File: config.mk
export PLATFORM = sky130hd
export DESIGN_NAME = xbar_cfg_loader_flat
export DESIGN_NICKNAME = d
export VERILOG_FILES = /design/src/rtl/xbar_cfg_loader_if.sv /design/src/rtl/xbar_cfg_loader.sv /design/src/flat_wrapper.sv
export SDC_FILE = /design/constraint.sdc
export NUM_CORES = 1
export LEC_CHECK = 0
export BUFFER_PORTS_ARGS = -buffer_cell sky130_fd_sc_hd__buf_2
export CORE_AREA = 8 8 163 165
export DETAILED_ROUTE_END_ITERATION = 10
export DIE_AREA = 0 0 171 173
export HOLD_SLACK_MARGIN = 0.12
export PLACE_DENSITY = 0.76
export SKIP_LAST_GASP = 1
export SLEW_MARGIN = 10
export SYNTH_ARGS = -nofsm -noshare
export SYNTH_HDL_FRONTEND = slang
export SYNTH_SLANG_ARGS = --single-unit
export TNS_END_PERCENT = 50
File: constraint.sdc
create_clock -name clk -period 7.4 [get_ports clk]
set_clock_uncertainty 0.05 [all_clocks]
set_input_delay 0.74 -clock clk [delete_from_list [all_inputs] [get_ports clk]]
set_output_delay 0.74 -clock clk [all_outputs]
set_load 0.03 [all_outputs]
File: src/rtl/xbar_cfg_loader_if.sv
// ---------------------------------------------------------------------------
// xbar_cfg_loader_if
// Handshake and status bundle between a configuration source and the
// crossbar configuration loader.
//   io_cfg_start   : one-cycle pulse that begins a frame (source -> loader)
//   io_cfg_valid   : stream word valid (source -> loader)
//   io_cfg_data    : stream word (source -> loader)
//   io_cfg_ready   : loader accepts a word this cycle (loader -> source)
//   io_busy        : loader is processing a frame
//   io_done        : one-cycle end-of-frame pulse (success or error)
//   io_err         : last frame failed, sticky until the next start
//   io_err_code    : 00 none, 01 checksum mismatch, 10 select out of range
//   io_mux_configs : active crossbar configuration
// The master modport is the configuration source, slave is the loader.
// ---------------------------------------------------------------------------
interface xbar_cfg_loader_if #(
   parameter int WORD_WIDTH = 8,
   parameter int CFG_WIDTH  = 120
);
   logic                  io_cfg_start;
   logic                  io_cfg_valid;
   logic [WORD_WIDTH-1:0] io_cfg_data;
   logic                  io_cfg_ready;
   logic                  io_busy;
   logic                  io_done;
   logic                  io_err;
   logic [1:0]            io_err_code;
   logic [CFG_WIDTH-1:0]  io_mux_configs;

   modport master (
      output io_cfg_start, io_cfg_valid, io_cfg_data,
      input  io_cfg_ready, io_busy, io_done, io_err, io_err_code, io_mux_configs
   );

   modport slave (
      input  io_cfg_start, io_cfg_valid, io_cfg_data,
      output io_cfg_ready, io_busy, io_done, io_err, io_err_code, io_mux_configs
   );
endinterface

File: src/rtl/xbar_cfg_loader.sv
// ---------------------------------------------------------------------------
// xbar_cfg_loader
// Configuration front end for the LUT-tile crossbar. A framed byte stream
// (NUM_WORDS data words, least-significant first, then one XOR checksum
// word) is collected into a shadow register. After the checksum matches,
// every select field is range-checked one per cycle; only a fully valid
// frame is copied to the active io_mux_configs register, so the crossbar
// never sees a partial or illegal configuration.
// Ports:
//   clk   : rising-edge clock
//   reset : asynchronous, active-high; clears everything including the
//           active configuration
//   cfg   : xbar_cfg_loader_if.slave (stream handshake, status, config bus)
// ---------------------------------------------------------------------------
module xbar_cfg_loader #(
   parameter int CFG_WIDTH   = 120,
   parameter int NUM_OUTPUTS = 24,
   parameter int SEL_WIDTH   = 5,
   parameter int XBAR_INPUTS = 19,
   parameter int WORD_WIDTH  = 8
) (
   input  logic             clk,
   input  logic             reset,
   xbar_cfg_loader_if.slave cfg
);
   localparam int NUM_WORDS = CFG_WIDTH / WORD_WIDTH;
   localparam int WCNT_W    = $clog2(NUM_WORDS + 1);
   localparam int FCNT_W    = $clog2(NUM_OUTPUTS);

   typedef enum logic [1:0] {IDLE, LOAD, CHECK, COMMIT} state_t;

   state_t                state, state_next;
   logic [WCNT_W-1:0]     word_cnt;
   logic [FCNT_W-1:0]     field_cnt;
   logic [CFG_WIDTH-1:0]  shadow;
   logic [CFG_WIDTH-1:0]  active_cfg;
   logic [WORD_WIDTH-1:0] xor_acc;
   logic                  err;
   logic [1:0]            err_code;
   logic                  done, done_next;
   logic                  start, xfer, last_word, cks_ok, last_field, sel_bad;
   logic [SEL_WIDTH-1:0]  cur_sel;

   // Select field idx of a packed configuration vector.
   function automatic logic [SEL_WIDTH-1:0] field_at(input logic [CFG_WIDTH-1:0] v,
                                                     input logic [FCNT_W-1:0]    idx);
      logic [SEL_WIDTH-1:0] r;
      r = '0;
      for (int k = 0; k < NUM_OUTPUTS; k++) begin
         if (idx == FCNT_W'(k)) r = v[k*SEL_WIDTH +: SEL_WIDTH];
      end
      return r;
   endfunction

   assign start      = cfg.io_cfg_start;
   // A start pulse has priority, so no word is taken in the start cycle.
   assign cfg.io_cfg_ready = (state == LOAD) && !start;
   assign xfer       = cfg.io_cfg_valid && cfg.io_cfg_ready;
   // word_cnt == NUM_WORDS means the current transfer is the checksum word.
   assign last_word  = (word_cnt == WCNT_W'(NUM_WORDS));
   assign cks_ok     = (cfg.io_cfg_data == xor_acc);
   assign last_field = (field_cnt == FCNT_W'(NUM_OUTPUTS - 1));
   assign cur_sel    = field_at(shadow, field_cnt);
   assign sel_bad    = (cur_sel >= SEL_WIDTH'(XBAR_INPUTS));

   assign cfg.io_busy        = (state != IDLE);
   assign cfg.io_done        = done;
   assign cfg.io_err         = err;
   assign cfg.io_err_code    = err_code;
   assign cfg.io_mux_configs = active_cfg;

   always_ff @(posedge clk or posedge reset) begin
      if (reset) state <= IDLE;
      else       state <= state_next;
   end

   always_comb begin
      state_next = state;
      done_next  = 1'b0;
      if (start) begin
         // Abort (or begin) silently: no done pulse for an aborted frame.
         state_next = LOAD;
      end else begin
         case (state)
            IDLE: state_next = IDLE;
            LOAD: begin
               if (xfer && last_word) begin
                  state_next = cks_ok ? CHECK : IDLE;
                  done_next  = !cks_ok;
               end
            end
            CHECK: begin
               if (sel_bad) begin
                  state_next = IDLE;
                  done_next  = 1'b1;
               end else if (last_field) begin
                  state_next = COMMIT;
               end
            end
            COMMIT: begin
               state_next = IDLE;
               done_next  = 1'b1;
            end
            default: state_next = IDLE;
         endcase
      end
   end

   always_ff @(posedge clk or posedge reset) begin
      if (reset) begin
         word_cnt   <= '0;
         field_cnt  <= '0;
         shadow     <= '0;
         active_cfg <= '0;
         xor_acc    <= '0;
         err        <= 1'b0;
         err_code   <= 2'b00;
         done       <= 1'b0;
      end else begin
         done <= done_next;
         if (start) begin
            word_cnt  <= '0;
            field_cnt <= '0;
            shadow    <= '0;
            xor_acc   <= '0;
            err       <= 1'b0;
            err_code  <= 2'b00;
         end else begin
            case (state)
               LOAD: begin
                  if (xfer) begin
                     if (last_word) begin
                        field_cnt <= '0;
                        if (!cks_ok) begin
                           err      <= 1'b1;
                           err_code <= 2'b01;
                        end
                     end else begin
                        for (int n = 0; n < NUM_WORDS; n++) begin
                           if (word_cnt == WCNT_W'(n))
                              shadow[n*WORD_WIDTH +: WORD_WIDTH] <= cfg.io_cfg_data;
                        end
                        xor_acc  <= xor_acc ^ cfg.io_cfg_data;
                        word_cnt <= word_cnt + 1'b1;
                     end
                  end
               end
               CHECK: begin
                  if (sel_bad) begin
                     err      <= 1'b1;
                     err_code <= 2'b10;
                  end else begin
                     field_cnt <= field_cnt + 1'b1;
                  end
               end
               COMMIT: active_cfg <= shadow;
               default: ;
            endcase
         end
      end
   end
endmodule

File: src/flat_wrapper.sv
// flat-port wrapper written by rule: the top's interface ports become plain ports
module xbar_cfg_loader_flat 
#(
   parameter int CFG_WIDTH   = 120,
   parameter int NUM_OUTPUTS = 24,
   parameter int SEL_WIDTH   = 5,
   parameter int XBAR_INPUTS = 19,
   parameter int WORD_WIDTH  = 8
)
  (clk, reset, cfg_io_cfg_start, cfg_io_cfg_valid, cfg_io_cfg_data, cfg_io_cfg_ready, cfg_io_busy, cfg_io_done, cfg_io_err, cfg_io_err_code, cfg_io_mux_configs);
  xbar_cfg_loader_if #(.WORD_WIDTH(WORD_WIDTH), .CFG_WIDTH(CFG_WIDTH)) cfg_i ();
  input  logic clk;
  input  logic reset;
  input wire logic [$bits(cfg_i.io_cfg_start)-1:0] cfg_io_cfg_start;
  input wire logic [$bits(cfg_i.io_cfg_valid)-1:0] cfg_io_cfg_valid;
  input wire logic [$bits(cfg_i.io_cfg_data)-1:0] cfg_io_cfg_data;
  output wire logic [$bits(cfg_i.io_cfg_ready)-1:0] cfg_io_cfg_ready;
  output wire logic [$bits(cfg_i.io_busy)-1:0] cfg_io_busy;
  output wire logic [$bits(cfg_i.io_done)-1:0] cfg_io_done;
  output wire logic [$bits(cfg_i.io_err)-1:0] cfg_io_err;
  output wire logic [$bits(cfg_i.io_err_code)-1:0] cfg_io_err_code;
  output wire logic [$bits(cfg_i.io_mux_configs)-1:0] cfg_io_mux_configs;
  assign cfg_i.io_cfg_start = cfg_io_cfg_start;
  assign cfg_i.io_cfg_valid = cfg_io_cfg_valid;
  assign cfg_i.io_cfg_data = cfg_io_cfg_data;
  assign cfg_io_cfg_ready = cfg_i.io_cfg_ready;
  assign cfg_io_busy = cfg_i.io_busy;
  assign cfg_io_done = cfg_i.io_done;
  assign cfg_io_err = cfg_i.io_err;
  assign cfg_io_err_code = cfg_i.io_err_code;
  assign cfg_io_mux_configs = cfg_i.io_mux_configs;
  xbar_cfg_loader #(.CFG_WIDTH(CFG_WIDTH), .NUM_OUTPUTS(NUM_OUTPUTS), .SEL_WIDTH(SEL_WIDTH), .XBAR_INPUTS(XBAR_INPUTS), .WORD_WIDTH(WORD_WIDTH)) u_core (.clk(clk), .reset(reset), .cfg(cfg_i));
endmodule
After elaboration in Yosys (flattened, before gate mapping)
Index checks and enable logic that the tools add are counted.
{"block": "op_classes", "n_reduce_logical": 48, "bitwise": 2, "n_mux": 78, "add_sub_neg": 2, "magnitude_cmp": 1, "n_eq_ne": 50}
{"op": "two-way mux 120 bit", "count": 4}
{"op": "two-way mux 8 bit", "count": 19}
{"op": "two-way mux 5 bit", "count": 28}
{"op": "AND reduction 4 bit", "count": 16}
{"op": "equality test 5 x 4 -> 1 bit (second input constant)", "count": 8}
{"op": "equality test 5 bit (second input constant)", "count": 8}
{"op": "nonzero test 2 bit", "count": 18}
{"op": "equality test 4 bit (second input constant)", "count": 8}
{"op": "equality test 5 x 3 -> 1 bit (second input constant)", "count": 4}
{"op": "two-way mux 2 bit", "count": 10}
{"op": "equality test 4 x 3 -> 1 bit (second input constant)", "count": 4}
{"op": "two-way mux 4 bit", "count": 4}
{"op": "equality test 5 x 2 -> 1 bit (second input constant)", "count": 2}
{"op": "case mux 5 bit (2 select lines)", "count": 1}
{"op": "inequality test 3 x 2 -> 1 bit (second input constant)", "count": 3}
{"op": "inequality test 3 bit (second input constant)", "count": 3}
{"op": "equality test 4 x 2 -> 1 bit (second input constant)", "count": 2}
{"op": "equality test 8 bit", "count": 1}
{"op": "two-way mux 1 bit", "count": 8}
{"op": "bitwise XOR 8 bit", "count": 1}
{"op": "case mux 2 bit (3 select lines)", "count": 1}
{"op": "adder 5 x 1 -> 5 bit (second input constant)", "count": 1}
{"op": "equality test 5 x 1 -> 1 bit (second input constant)", "count": 1}
{"op": ">= comparator 5 bit (second input constant)", "count": 1}
{"op": "20 further kinds", "count": 25}
{"block": "word_totals", "register_bits": 263, "input_bits": 12, "output_inout_bits": 126, "word_cells": 204}

Longest topological paths before layout
Gate-level depths: netlist of run 1.
{"block": "logic_depth", "word_depth": 29, "mapped_depth": 15, "mapped_depth_nobuf": 12}

Least setup slack after synthesis of run 1
Ideal clock, no wire load.
{"block": "synth_timing", "path_kind": "register -> register", "startpoint": "register u_core.field_cnt[0]", "endpoint": "register u_core.field_cnt[2]", "setup_time_ns": 0.142, "stages_incl_launch_ff": 15, "slack_ns": 4.188, "required_ns": 7.208, "period_less_slack_ns": 3.212, "arrival_time_ns": 3.019, "n_path_buf": 3, "cell_sequence": "dfrtp_1 > ha_1 > buf_2 > inv_1 > clkbuf_1 > nor2_1 > ha_1 > clkbuf_1 > a221oi_1 > a2111oi_0 > a21boi_1 > a211oi_1 > inv_2 > a2111oi_1 > a2111oi_2"}
{"block": "synth_via", "elab_chain_cells": 28, "elab_cells_between_ends": 55, "classes_between": "1 x add/sub; 1 x order compare; 24 x eq/ne; 27 x mux; 2 x reduce/logical"}
{"item": "start: declaration", "line_no": "xbar_cfg_loader.sv:34", "rtl": "logic [FCNT_W-1:0] field_cnt;"}
{"item": "start signal: assignment", "line_no": "xbar_cfg_loader.sv:153", "rtl": "field_cnt <= field_cnt + 1'b1;"}
{"item": "zero test 5 bit", "line_no": "xbar_cfg_loader.sv:50", "rtl": "if (idx == FCNT_W'(k)) r = v[k*SEL_WIDTH +: SEL_WIDTH];"}
{"item": "two-way mux 5 bit (24 in a row)", "line_no": "xbar_cfg_loader.sv:50"}
{"item": ">= comparator 5 bit", "line_no": "xbar_cfg_loader.sv:64", "rtl": "assign sel_bad = (cur_sel >= SEL_WIDTH'(XBAR_INPUTS));"}
{"item": "inequality test 3 bit (no source line)"}
{"item": "AND reduction 4 bit (no source line)"}
Parallel ways exist; a longest one is shown, timed or not. The select of a mux whose other input is x is not followed.
A chain may end at the register's enable or synchronous reset.

Worst setup path after layout of run 1
{"block": "layout_timing", "startpoint": "register u_core.field_cnt[3]", "endpoint": "register u_core.field_cnt[2]"}
{"block": "layout_via", "elab_chain_cells": 28, "elab_cells_between_ends": 51, "classes_between": "1 x order compare; 24 x eq/ne; 24 x mux; 2 x reduce/logical"}
{"item": "zero test 5 bit", "line_no": "xbar_cfg_loader.sv:50"}
{"item": "two-way mux 5 bit (23 in a row)", "line_no": "xbar_cfg_loader.sv:50"}
{"item": "two-way mux 5 bit (*)", "line_no": "xbar_cfg_loader.sv:50"}
{"item": ">= comparator 5 bit (*)", "line_no": "xbar_cfg_loader.sv:64"}
{"item": "inequality test 3 bit (no source line) (*)"}
{"item": "AND reduction 4 bit (no source line) (*)"}
Every way passes the cells marked *; elsewhere a longest branch is shown, timed or not.

==> results.md, run 1 <==
Synth:
- The netlist area before placement is 12540 µm².
- The synthesized design contains 0 enable-type register cells.
- Counting every net in the synthesized netlist gives 1144.
- The post-synthesis sequential element count is 263.
- During synthesis, Yosys emitted a total of 0 warnings.
- The average footprint of a synthesized cell is 11.16 µm².
- For this run, asynchronously set or reset flops after synthesis account for 100.0%.
- In the synthesized netlist the dominant register cell turns out to be sky130_fd_sc_hd__dfrtp_1.
- The instance count of the mapped netlist is 1123.
- The share of synthesized area occupied by flip-flops and latches is 52.50%.
- In this run, distinct cell masters in the synthesized netlist total 79.

Cells and area:
- The post-synthesis to final-layout area growth is 13.41%.
- The library cell used most frequently in the layout, excluding fill and tap cells, is sky130_fd_sc_hd__dfrtp_1.
- The antenna diode count is 0.
- The post-route netlist has 26.13% of its cells at a drive strength greater than 1.
- The library cells used most frequently in the layout, excluding fill and tap cells, are sky130_fd_sc_hd__dfrtp_1, sky130_fd_sc_hd__nor2_1, sky130_fd_sc_hd__buf_2, sky130_fd_sc_hd__mux2i_1, sky130_fd_sc_hd__mux2_2.
- Cells fill 59.33% of the core in the end.
- The non-filler instance count after layout is 1560.
- At the end of the flow, the number of nets in the layout was 1240.
- After routing the design area is 14220 µm².

Timing:
- After routing, the total negative slack on setup checks comes to 0 ns.
- Timing would allow up to 0.2683 GHz.
- Setup violations remaining at the end of the flow were counted as 0.
- The final hold violation count was 0.
- Across all setup checks in the final design, the least slack found is 3.673 ns.
- Setup repair after global routing left no endpoint under its margin.
- The post-layout minimum cycle time is 3.727 ns.
- The worst-margin pin slew is 1.102 ns.
- The relative slew slack is 26.28%.
- Dividing the final minimum period by the clock period gives 50.37%.
- The count of pins over their slew limit is 0.

Status:
- The flow ran to the end, and the final reports show no timing, DRC or antenna violations.

Pwr:
- Sequential cells burn 51.0% of the power.
- The ratio of total power to cell area is 201.0 nW/µm².
- The clock network is responsible for 44.9% of the overall power.
- The switching portion of total power is 22.37%.
- The fraction of power consumed by combinational cells is 4.1%.
- VDD sags by at most 0.1711 mV.
- The static leakage is 6.752 nW.
- For this design the total switching power over the nets is 0.6393 mW.
- The internal power component is 2.219 mW.

Routing:
- The average detailed-routed wire length per instance is 21.62 µm.
- The final routed DRC violation total is 0.
- The final wirelength is 33.72 mm.
- The via count is 9122.
- In this run the remaining antenna-violating nets after routing total 0.
- After detailed routing, the number of vias per cell comes to 5.847.
- For this run, the detailed router's first-pass iteration total came to 5.
- The number of DRC markers in iteration 0 is 798.

Global route:
- Entering global routing, the biggest net connects 141 pins.
- The initial antenna violation count was 0.
- Global routing used 22.47% of the available tracks.
- The first global-routing pass estimated 53.21 mm of wire.
- The total overflow left after global routing is 0.
- The via count of the first global-routing pass is 9170.

Placed design:
- In this run the tool buffered the top-level ports with 137 buffer cells.
- The placed instance area is 13390 µm².
- OpenSTA, run right after detailed placement, puts the worst setup slack at 3.810 ns.
- The congestion estimate from routability-driven global placement came to 0.9615.
- The detailed placer's ending HPWL is 22.91 mm.
- Once placement completed, the tool counted placed cells totaling 1515.

CTS:
- The number of H-tree levels is 1.
- The hold buffer count at cts is 0.
- The root buffer cell chosen for the clock tree is sky130_fd_sc_hd__clkbuf_16.
- For this design, the sink count on the clock tree is 263.
- The clock reaches the later pin of the worst-skew pair after 0.54 ns.
- Clock-pin slew was measured on the worst setup and hold paths at 0.06 ns.
- The maximum root-to-sink buffer count is 3.
- TritonCTS built the clock tree.
- TritonCTS created 26 clock buffers.
- The number of gates resized after cts is 0.
- The total setup buffers inserted after CTS is 0.

Die:
- The die covers 29580 µm².
- The total area inside the core boundary comes to 23960 µm².
- The I/O pin count is 138.
- For this configuration, the core starts out at a cell density of 52.31%.
- Row generation in the floorplan step produced 57 rows.
- The horizontal die dimension is 171 µm.
- In this run the vertical extent of the chip is 173 µm.

Flow run:
- The tool flagged a number of max-cap violations equal to 0.

Hold path:
- The type of the worst min-delay path is input port to asynchronous set/reset pin.

Critical path:
- Along the worst path, the maximum fanout reaches 16.
- The sort of element at the end of the critical path is a flop.
- Data on the critical path arrives at its endpoint at 4.06 ns.
- The class of the most critical setup path is flop to flop.
- For the worst setup path, the data required time is 7.74 ns.
- The worst setup path is launched from a flop.
[cells in the mapped netlist (all sizes together), types with 4 or more instances]
master | count | share of area, %
xnor2 | 9 | 0.63
mux2 | 110 | 9.9
o21ai | 38 | 1.5
ha | 9 | 0.90
o2bb2ai | 7 | 0.49
o31ai | 4 | 0.24
a21oi | 39 | 1.6
inv | 24 | 0.72
nand4b | 4 | 0.28
buf | 23 | 1.1
nand2 | 56 | 1.7
mux2i | 121 | 9.7
nand3 | 5 | 0.20
o22ai | 6 | 0.30
nand3b | 9 | 0.54
and3 | 5 | 0.25
o211ai | 7 | 0.46
nor3b | 9 | 0.62
a31oi | 7 | 0.35
dfrtp | 263 | 53
o221ai | 4 | 0.33
nand2b | 13 | 0.65
o21a | 6 | 0.36
a22oi | 4 | 0.24
nand4 | 4 | 0.20
xor2 | 10 | 0.70
or2 | 5 | 0.25
nor2b | 15 | 0.75
nor2 | 170 | 5.1
nor3 | 13 | 0.72
a211oi | 9 | 0.54
or3b | 4 | 0.28
a221oi | 5 | 0.40
clkbuf | 59 | 1.8
a2111oi | 6 | 0.68
[flip-flops by register name, summed over array words and instances (netlist names)]
signal and count:
u_core.cfg.io_mux_configs 120, u_core.word_cnt 4, u_core.field_cnt 5, u_core.shadow 120, u_core.state 2, u_core.cfg.io_err_code 2
u_core.cfg.io_err 1, u_core.cfg.io_done 1, u_core.xor_acc 8
[power by group through the flow]
stage	Sequential [mW]	Clock (mW)	Combinational (mW)
6_report	1.46	1.28	0.117
5_1_grt	1.46	1.37	0.130
4_1_cts	1.46	1.31	0.118
3_5_place_dp	1.48	0	0.118
3_3_place_gp	1.48	0	0.115
2_1_floorplan	1.48	0	0.0822
[worst max-delay path: stages, from the launching register on]
cell and delay (ns):
sky130_fd_sc_hd__dfrtp_1 0.65, sky130_fd_sc_hd__buf_4 0.32, sky130_fd_sc_hd__nand2_1 0.10, sky130_fd_sc_hd__nor2_1 0.11
sky130_fd_sc_hd__ha_1 0.48, sky130_fd_sc_hd__nor2b_1 0.09, sky130_fd_sc_hd__a221o_1 0.33, sky130_fd_sc_hd__nand3_1 0.07
sky130_fd_sc_hd__nand3_1 0.12, sky130_fd_sc_hd__nor4_1 0.44, sky130_fd_sc_hd__o211ai_2 0.22, sky130_fd_sc_hd__a2111oi_1 0.50
sky130_fd_sc_hd__a2111oi_2 0.06
[routing by layer]
layer / GRT usage, % / vias to the layer above / share of wire, %
li1: - / 4128 / -
met1: 31.93 / 4602 / 45
met2: 35.33 / 338 / 46
met3: 3.507 / 54 / 6.5
met4: 5.835 / 0 / 2.1
met5: 0 / - / 0
[final cells by class]
cell class	instances	area, µm²
timing repair buffer	150	798.3
fill	2018	9746
clock buffer	40	763.2
sequential	263	6581
inverter	24	93.84
tap	324	405.4
multi-input combinational	754	5510
clock inverter	5	65.06
[stage by stage]
stage | power [mW] | hold WS, ns
2_1_floorplan | 1.565 | 0.4362
3_3_place_gp | 1.598 | 0.4091
3_5_place_dp | 1.602 | 0.4180
4_1_cts | 2.884 | 0.2404
5_1_grt | 2.954 | 0.2762
6_report | 2.858 | 0.2337
[kinds of logic after synthesis]
group                    Yosys count  synth area share (%)
adder cells (fa/ha/maj)            9                0.8983
multiplexers                     231                 19.54
AO/OA/AOI/OAI                    168                 9.682
AND/OR/NAND/NOR                  327                 12.51
XOR/XNOR                          19                 1.327
flip-flops                       263                 52.50
buffers and inverters            106                 3.543
[worst paths after layout]
path                                               start                             end  slack, ns  cells after the start
hold reg to reg            u_core.cfg.io_mux_configs[78]   u_core.cfg.io_mux_configs[78]       0.43                      2
setup / recovery                     u_core.field_cnt[3]             u_core.field_cnt[2]       3.67                     12
hold / removal                                     reset  u_core.cfg.io_mux_configs[117]       0.23                      2
max in group asynchronous                          reset               u_core.shadow[64]       5.34                      4
min in group clk           u_core.cfg.io_mux_configs[78]   u_core.cfg.io_mux_configs[78]       0.43                      2
setup reg to reg                     u_core.field_cnt[3]             u_core.field_cnt[2]       3.67                     12
Note: power is estimated with default switching activity, not from simulation.
==> run 2, diff against run 1 <==
Settings changed: ABC_AREA set to 1, CORE_AREA 8 8 163 165 to 8 8 158 160, DIE_AREA 0 0 171 173 to 0 0 166 168.
Clock period 7.4 ns to 3.19 ns, I/O delays scaled along.
==> results.md, run 2 <==
Synth:
- Top area cells in the synthesized netlist: sky130_fd_sc_hd__dfrtp_1, sky130_fd_sc_hd__nand2_1, sky130_fd_sc_hd__o21ai_0 (was sky130_fd_sc_hd__dfrtp_1, sky130_fd_sc_hd__mux2_2, sky130_fd_sc_hd__mux2i_1).
- The largest family of logic cells by synthesized area is simple AND/OR/NAND/NOR gates (was multiplexers).
- The most used flip-flop cell after synthesis is sky130_fd_sc_hd__dfrtp_1 (unchanged).
- The number of distinct library cells after synthesis is 34 (was 79).
- The share of synthesized area occupied by flip-flops and latches was 56.47% (was 52.50%).
- The fraction of the mapped netlist area in adder cells came to 0.9663% (was 0.8983%).
- List of most frequent post-synthesis cells: sky130_fd_sc_hd__nand2_1, sky130_fd_sc_hd__dfrtp_1, sky130_fd_sc_hd__o21ai_0 (was sky130_fd_sc_hd__dfrtp_1, sky130_fd_sc_hd__nor2_1, sky130_fd_sc_hd__mux2i_1).
- The share of synthesized registers carrying an async set or reset came to 100.0% (unchanged).
- The netlist area before placement is 11650 µm² (was 12540 µm²).
- The area share of and/or/nand/nor cells after synthesis is 16.96% (was 12.51%).
- The parity-gate share of the synthesized area counting xor and xnor cells is 0.6764% (was 1.327%).
- The post-synthesis sequential element count is 263 (unchanged).
- The synthesized-area fraction occupied by ao, oa, aoi and oai cells is 12.28% (was 9.682%).
- The leading area contributor after synthesis is sky130_fd_sc_hd__dfrtp_1 (unchanged).
- The area share of the leading cell type in the synthesized netlist is 56.47% (was 52.50%).
- The instance count of the mapped netlist is 1339 (was 1123).
- The number of flops mapped to enable cells by yosys is 0 (unchanged).
- The average footprint of a synthesized cell is 8.703 µm² (was 11.16 µm²).
- The dominant cell by count in the synthesized netlist was sky130_fd_sc_hd__nand2_1 (was sky130_fd_sc_hd__dfrtp_1).
- The net count after synthesis is 1360 (was 1144).
- The total of warnings raised by yosys came to 0 (unchanged).
- The multiplexer share of the synthesized area is 4.928% (was 19.54%).

CTS:
- The CTS tree is done (unchanged).
- The number of clock sinks is 263 (unchanged).
- The root buffer selected by CTS was sky130_fd_sc_hd__clkbuf_16 (unchanged).
- The number of H-tree levels was 1 (unchanged).
- The number of clock buffers inserted by TritonCTS was 27 (was 26).
- The later-pin clock latency in the skew report is 0.53 ns (was 0.54 ns).
- The maximum root-to-sink buffer count is 3 (unchanged).
- The clock slew seen by the registers of the worst setup and hold paths came to 0.06 ns (about the same).

Critical path:
- The cell occurring most often along the worst timing path is sky130_fd_sc_hd__nand2_1 (was sky130_fd_sc_hd__nand3_1).
- The reg2reg setup slack is -0.22 ns (was 3.67 ns).
- The combined buffer and inverter count along the critical path is 4 (was 1).
- The maximum single-stage delay on the critical path was 0.43 ns (was 0.65 ns).
- The slowest stage cell on the critical path is sky130_fd_sc_hd__dfrtp_1 (unchanged).
- The kind of cell with the highest combined delay on the critical path was simple AND/OR/NAND/NOR gates (was compound AO/OA/AOI/OAI gates).
- The kind of start point of the critical path is a flop (unchanged).
- The required time of the critical path was 3.60 ns (was 7.74 ns).
- The maximum net fanout on the critical path is 5 (was 16).
- The arrival time reported for the critical path endpoint is 3.82 ns (was 4.06 ns).
- The class of the most critical setup path is flop to flop (unchanged).
- The sort of element at the end of the critical path is a flop (unchanged).

Routing:
- The final routed DRC violation total is 0 (unchanged).
- The number of DRC markers in iteration 0 is 874 (was 798).
- The final wirelength is 30.20 mm (was 33.72 mm).
- The first-pass detailed-route iteration total is 5 (unchanged).
- The average detailed-routed wire length per instance was 16.58 µm (was 21.62 µm).
- The via count is 9444 (was 9122).
- The count of nets left with antenna violations after detail routing is 0 (unchanged).
- The average vias per placed instance was 5.186 (was 5.847).

Timing:
- The worst-case hold slack is 0.2335 ns (was 0.2337 ns).
- The total of endpoints with negative setup slack in the final report is 11 (was 0).
- The slack of the critical path is -0.2202 ns (was 3.673 ns).
- The period utilization is 106.9% (was 50.37%).
- Setup repair after global routing missed its margin: yes (was no).
- The final hold violation count is 0 (unchanged).
- The relative slew slack is 41.58% (was 26.28%).
- The post-layout minimum cycle time is 3.410 ns (was 3.727 ns).
- The maximum operating frequency is 0.2932 GHz (was 0.2683 GHz).
- The count of pins over their slew limit is 0 (unchanged).
- The worst-margin pin slew is 0.8742 ns (was 1.102 ns).
- The post-route setup TNS was -2.013 ns (was 0 ns).

Cells and area:
- The share of layout cells above drive strength 1 was 21.94% (was 26.13%).
- The area occupied by multi-input gates is 4355 µm² (was 5510 µm²).
- Top library cells by usage in the layout, fill and taps aside: sky130_fd_sc_hd__nand2_1, sky130_fd_sc_hd__dfrtp_1, sky130_fd_sc_hd__o21ai_0, sky130_fd_sc_hd__inv_1, sky130_fd_sc_hd__buf_2 (was sky130_fd_sc_hd__dfrtp_1, sky130_fd_sc_hd__nor2_1, sky130_fd_sc_hd__buf_2, sky130_fd_sc_hd__mux2i_1, sky130_fd_sc_hd__mux2_2).
- The final standard cell utilization of the core is 63.05% (was 59.33%).
- The sequential cell area is 6583 µm² (was 6581 µm²).
- The leading cell type in the layout, fill and taps excluded is sky130_fd_sc_hd__nand2_1 (was sky130_fd_sc_hd__dfrtp_1).
- The number of nets in the layout is 1538 (was 1240).
- The total of fill cells in the finished design came to 1838 (was 2018).
- The post-synthesis to final-layout area growth is 21.00% (was 13.41%).
- The finished layout cell area was 14100 µm² (was 14220 µm²).
- The antenna diode count is 0 (unchanged).

Die:
- The number of placement rows was 55 (was 57).
- The height of the die came to 168 µm (was 173 µm).
- The placeable core region was 22370 µm² (was 23960 µm²).
- The die outline area is 27890 µm² (was 29580 µm²).
- The I/O pin count came to 138 (unchanged).
- The effective utilization at floorplan is 52.11% (was 52.31%).
- The horizontal die dimension came to 166 µm (was 171 µm).

Flow run:
- The max-capacitance violation count is 0 (unchanged).

Global route:
- The overflow left after global routing is 0 (unchanged).
- The initial antenna violation count is 0 (unchanged).
- The via count of the first global-routing pass was 9393 (was 9170).
- The maximum number of pins on one net before global-route repair is 99 (was 141).
- The wire length of the first global-routing pass is 48.72 mm (was 53.21 mm).
- The global router's overall resource usage was 21.19% (was 22.47%).

Status:
- The checks that failed: setup timing.
- Run status: complete, but fails checks (was finished clean).

Placed design:
- The final estimated routing congestion in global placement is 0.8836 (was 0.9615).
- The placed instance area came to 12920 µm² (was 13390 µm²).
- The number of port buffers is 137 (unchanged).
- The detailed placer's ending HPWL came to 20.92 mm (was 22.91 mm).

Pwr:
- The maximum ir drop on the vdd rail came to 0.4391 mV (was 0.1711 mV).
- The ratio of total power to cell area is 519.6 nW/µm² (was 201.0 nW/µm²).
- The static leakage is 7.222 nW (was 6.752 nW).

Hold path:
- The type of the worst min-delay path was input port to flop (was input port to asynchronous set/reset pin).
-- run 2: cell families (layout without fill, tap and decap cells) --
logic type / after synthesis / after routing
AND/OR/NAND/NOR: 487 / 488
AO/OA/AOI/OAI: 283 / 283
flip-flops: 263 / 263
buffers and inverters: 237 / 433
multiplexers: 51 / 51
adder cells (fa/ha/maj): 9 / 9
XOR/XNOR: 9 / 9
-- run 2: worst register-to-register path, delay by kind of cell (launching register included) --
family                     cells  cell delay [ns]
and+or+nand+nor               33             2.23
AOI/OAI and AO/OA              1             0.13
buffers and inverters          4             0.40
DFF                            1             0.43
adders and majority gates      1             0.15
-- run 2: timing repair --
item,in CTS,in global routing
hold buffers,9,0
hold endpoints to repair,19,0
setup endpoints to repair,10,11
gates resized for setup,23,20
pin swaps,8,12
setup buffers,3,1
cloned,0,1
-- run 2: report_power, final --
group | internal (mW) | switching [mW]
clock network | 1.91 | 1.26
registers | 3.49 | 0.114
logic | 0.164 | 0.395
total | 5.56 | 1.77
-- run 2: final timing paths --
kind,start,endpoint,cells past startpoint
min in group asynchronous,reset,u_core.cfg.io_mux_configs[113],3
worst max-delay path,u_core.field_cnt[0],u_core.field_cnt[0],39
worst min-delay path,cfg_io_cfg_valid,u_core.state[0],6
worst max register to register,u_core.field_cnt[0],u_core.field_cnt[0],39
max in group asynchronous,reset,u_core.cfg.io_mux_configs[62],4
worst min register to register,u_core.cfg.io_mux_configs[79],u_core.cfg.io_mux_configs[79],2
-- run 2: area by class of cell --
class | count | share of cell area (%)
flip-flops and latches | 263 | 46.68
multi-input cells | 840 | 30.89
repair buffers | 196 | 8.518
clock buffers | 38 | 5.439
inverters | 189 | 5.058
well taps | 285 | 2.529
clock inverters | 10 | 0.8873
-- run 2: routing by layer --
layer  routed length [µm]  GRT usage, %
met2                14670         36.12
met5                    0             0
met3                 1611         3.321
met1                13340         27.96
met4                  576         5.455
-- run 2: metrics by stage --
step | instances | total power [mW] | setup WS, ns
floorplan | 1339 | 3.977 | -0.6485
global placement | 1759 | 4.180 | -0.05598
detailed placement | 1759 | 4.200 | -0.1439
CTS | 1819 | 7.369 | -0.07834
global route | 1821 | 7.593 | -0.5286
finish | 1821 | 7.327 | -0.2202
==> run 3, diff against run 2 <==
Settings changed: CAP_MARGIN set to 0, CORE_AREA 8 8 158 160 to 8 8 170 172, DIE_AREA 0 0 166 168 to 0 0 178 180, PLACE_DENSITY 0.76 to 0.67, SKIP_CTS_REPAIR_TIMING set to 1.
==> results.md, run 3 (same netlist as run 2, synthesis figures left out) <==
CTS:
- The later-pin clock latency in the skew report was 0.54 ns (was 0.53 ns).
- The number of H-tree levels is 1 (unchanged).
- The CTS tree is done (unchanged).
- The maximum root-to-sink buffer count is 3 (unchanged).
- The number of clock sinks is 263 (unchanged).
- The number of clock buffers inserted by TritonCTS is 28 (was 27).
- The root buffer selected by CTS is sky130_fd_sc_hd__clkbuf_16 (unchanged).
- The clock slew seen by the registers of the worst setup and hold paths was 0.06 ns (about the same).

Hold path:
- The end point of the worst hold path is u_core.xor_acc[7] (was u_core.state[0]).
- The hold-critical path depth is 4 (was 6).
- The type of the worst min-delay path is input port to flop (unchanged).
- The startpoint of the tightest hold check path is cfg_io_cfg_data[7] (was cfg_io_cfg_valid).

Routing:
- The first-pass detailed-route iteration total came to 5 (unchanged).
- The final wirelength is 30.36 mm (was 30.20 mm).
- The via count is 9364 (was 9444).
- The average vias per placed instance is 4.999 (was 5.186).
- The final routed DRC violation total was 0 (unchanged).
- The number of DRC markers in iteration 0 is 720 (was 874).
- The count of nets left with antenna violations after detail routing was 0 (unchanged).
- The average detailed-routed wire length per instance is 16.21 µm (was 16.58 µm).

Timing:
- Setup repair after global routing missed its margin: yes (unchanged).
- The period utilization came to 103.7% (was 106.9%).
- The count of pins over their slew limit is 0 (unchanged).
- The final hold violation count was 0 (unchanged).
- The relative slew slack is 39.32% (was 41.58%).
- The maximum operating frequency is 0.3022 GHz (was 0.2932 GHz).
- The post-route setup TNS is -0.9948 ns (was -2.013 ns).
- The total of endpoints with negative setup slack in the final report was 11 (unchanged).
- The post-layout minimum cycle time came to 3.309 ns (was 3.410 ns).
- The slack of the critical path is -0.1190 ns (was -0.2202 ns).
- The worst-margin pin slew was 0.9080 ns (was 0.8742 ns).

Critical path:
- The required time of the critical path is 3.56 ns (was 3.60 ns).
- The kind of start point of the critical path is a flop (unchanged).
- The worst reg-to-reg path cell count was 38 (was 39).
- The slowest stage cell on the critical path is sky130_fd_sc_hd__dfrtp_1 (unchanged).
- The reg2reg setup slack is -0.12 ns (was -0.22 ns).
- The cell occurring most often along the worst timing path is sky130_fd_sc_hd__nand2_1 (unchanged).
- The arrival time reported for the critical path endpoint is 3.68 ns (was 3.82 ns).
- The capture instance of the worst register-to-register path was u_core.cfg.io_err (was u_core.field_cnt[0]).
- The sort of element at the end of the critical path is a flop (unchanged).
- The maximum single-stage delay on the critical path is 0.41 ns (was 0.43 ns).
- The class of the most critical setup path is flop to flop (unchanged).
- The launching point of the worst reg2reg path is u_core.field_cnt[0] (unchanged).
- The maximum net fanout on the critical path came to 9 (was 5).

Cells and area:
- The post-synthesis to final-layout area growth is 21.29% (was 21.00%).
- The number of nets in the layout is 1535 (was 1538).
- The share of layout cells above drive strength 1 is 21.61% (was 21.94%).
- Top library cells by usage in the layout, fill and taps aside: sky130_fd_sc_hd__nand2_1, sky130_fd_sc_hd__dfrtp_1, sky130_fd_sc_hd__o21ai_0, sky130_fd_sc_hd__inv_1, sky130_fd_sc_hd__buf_2 (unchanged).
- The antenna diode count came to 0 (unchanged).
- The final standard cell utilization of the core is 53.64% (was 63.05%).
- The leading cell type in the layout, fill and taps excluded was sky130_fd_sc_hd__nand2_1 (unchanged).

Pwr:
- The static leakage came to 7.219 nW (was 7.222 nW).
- The fraction of power consumed by combinational cells is 7.6% (about the same).
- The proportion of power drawn by flip-flops and latches came to 49.0% (was 49.1%).
- The ratio of total power to cell area was 520.7 nW/µm² (was 519.6 nW/µm²).
- The relative contribution of the clock network to total power is 43.4% (was 43.2%).
- The switching portion of total power was 24.08% (was 24.14%).
- The maximum ir drop on the vdd rail is 0.3872 mV (was 0.4391 mV).
- The power consumption came to 7.359 mW (was 7.327 mW).
- The internal power component came to 5.587 mW (was 5.558 mW).
- The reported net switching power was 1.772 mW (was 1.769 mW).

Global route:
- The global router's overall resource usage is 18.63% (was 21.19%).
- The overflow left after global routing came to 0 (unchanged).
- The met1 demand-to-capacity share in global routing is 25.40% (was 27.96%).
- The initial antenna violation count came to 0 (unchanged).
- The maximum number of pins on one net before global-route repair was 108 (was 99).
- The global routing usage on met2 is 30.41% (was 36.12%).
- The highest-utilization routing layer at the global route stage is met2 (unchanged).
- The wire length of the first global-routing pass is 48.75 mm (was 48.72 mm).
- The via count of the first global-routing pass is 9250 (was 9393).
- The global-route met3 utilization came to 3.290% (was 3.321%).

Status:
- Violated checks: setup timing (unchanged).
- Run status: complete, but fails checks (unchanged).

Die:
- The placeable core region is 26350 µm² (was 22370 µm²).
- The horizontal die dimension is 178 µm (was 166 µm).
- The effective utilization at floorplan is 44.23% (was 52.11%).
- The height of the die was 180 µm (was 168 µm).
- The I/O pin count is 138 (unchanged).
- The number of placement rows is 60 (was 55).
- The die outline area is 32040 µm² (was 27890 µm²).

Placed design:
- The number of port buffers is 137 (unchanged).
- The final estimated routing congestion in global placement came to 0.8444 (was 0.8836).
- The post-placement setup slack is -0.1907 ns (was -0.1439 ns).
- The detailed placer's ending HPWL is 21.15 mm (was 20.92 mm).

Flow run:
- The max-capacitance violation count is 0 (unchanged).
[run 3: worst max-delay path: cells and delay by family (launching register included)]
family	cells	cell delay, ns
AND/OR/NAND/NOR	32	2.10
flip-flops	1	0.41
buffers and inverters	4	0.35
adder cells (fa/ha/maj)	1	0.15
AO/OA/AOI/OAI	1	0.11
[run 3: power by group through the flow]
stage	Sequential, mW	Combinational, mW	Clock [mW]
final	3.60	0.559	3.20
after global placement	3.65	0.543	0
after floorplan	3.65	0.324	0
after global routing	3.62	0.636	3.39
after detailed placement	3.66	0.553	0
after CTS	3.60	0.558	3.27
[run 3: layout make-up]
| cell class | instances | area (µm²) |
|---|---|---|
| repair buffers | 193 | 1181 |
| fillers | 2426 | 12220 |
| inverters | 189 | 715.7 |
| clock buffers | 44 | 872.1 |
| multi-input cells | 839 | 4312 |
| well taps | 341 | 426.7 |
| clock inverters | 4 | 45.04 |
| flip-flops and latches | 263 | 6583 |
[run 3: worst max-delay path by stage]
stage / from / end / slack, ns / depth (start not counted)
2_1_floorplan: reset / u_core.cfg.io_done / -0.65 / 1
3_3_place_gp: u_core.field_cnt[1] / u_core.cfg.io_err_code[1] / -0.10 / 35
3_5_place_dp: u_core.field_cnt[1] / u_core.cfg.io_err / -0.19 / 35
4_1_cts: u_core.field_cnt[1] / u_core.cfg.io_err / -0.22 / 35
5_1_grt: u_core.field_cnt[0] / u_core.field_cnt[4] / -0.41 / 36
6_report: u_core.field_cnt[0] / u_core.cfg.io_err / -0.12 / 38
[run 3: through the flow]
stage / cells / cell area [µm²] / hold slack [ns]
2_1_floorplan: 1339 / 11660 / 0.4030
3_3_place_gp: 1817 / 13020 / 0.4107
3_5_place_dp: 1817 / 13020 / 0.4182
4_1_cts: 1865 / 13930 / -0.08237
5_1_grt: 1873 / 14130 / 0.1250
6_report: 1873 / 14130 / 0.06614
[run 3: metal layers]
layer | wire (µm) | part of all wire, %
met1 | 13590 | 45
met2 | 14250 | 47
met3 | 1966 | 6.5
met4 | 561 | 1.8
met5 | 0 | 0
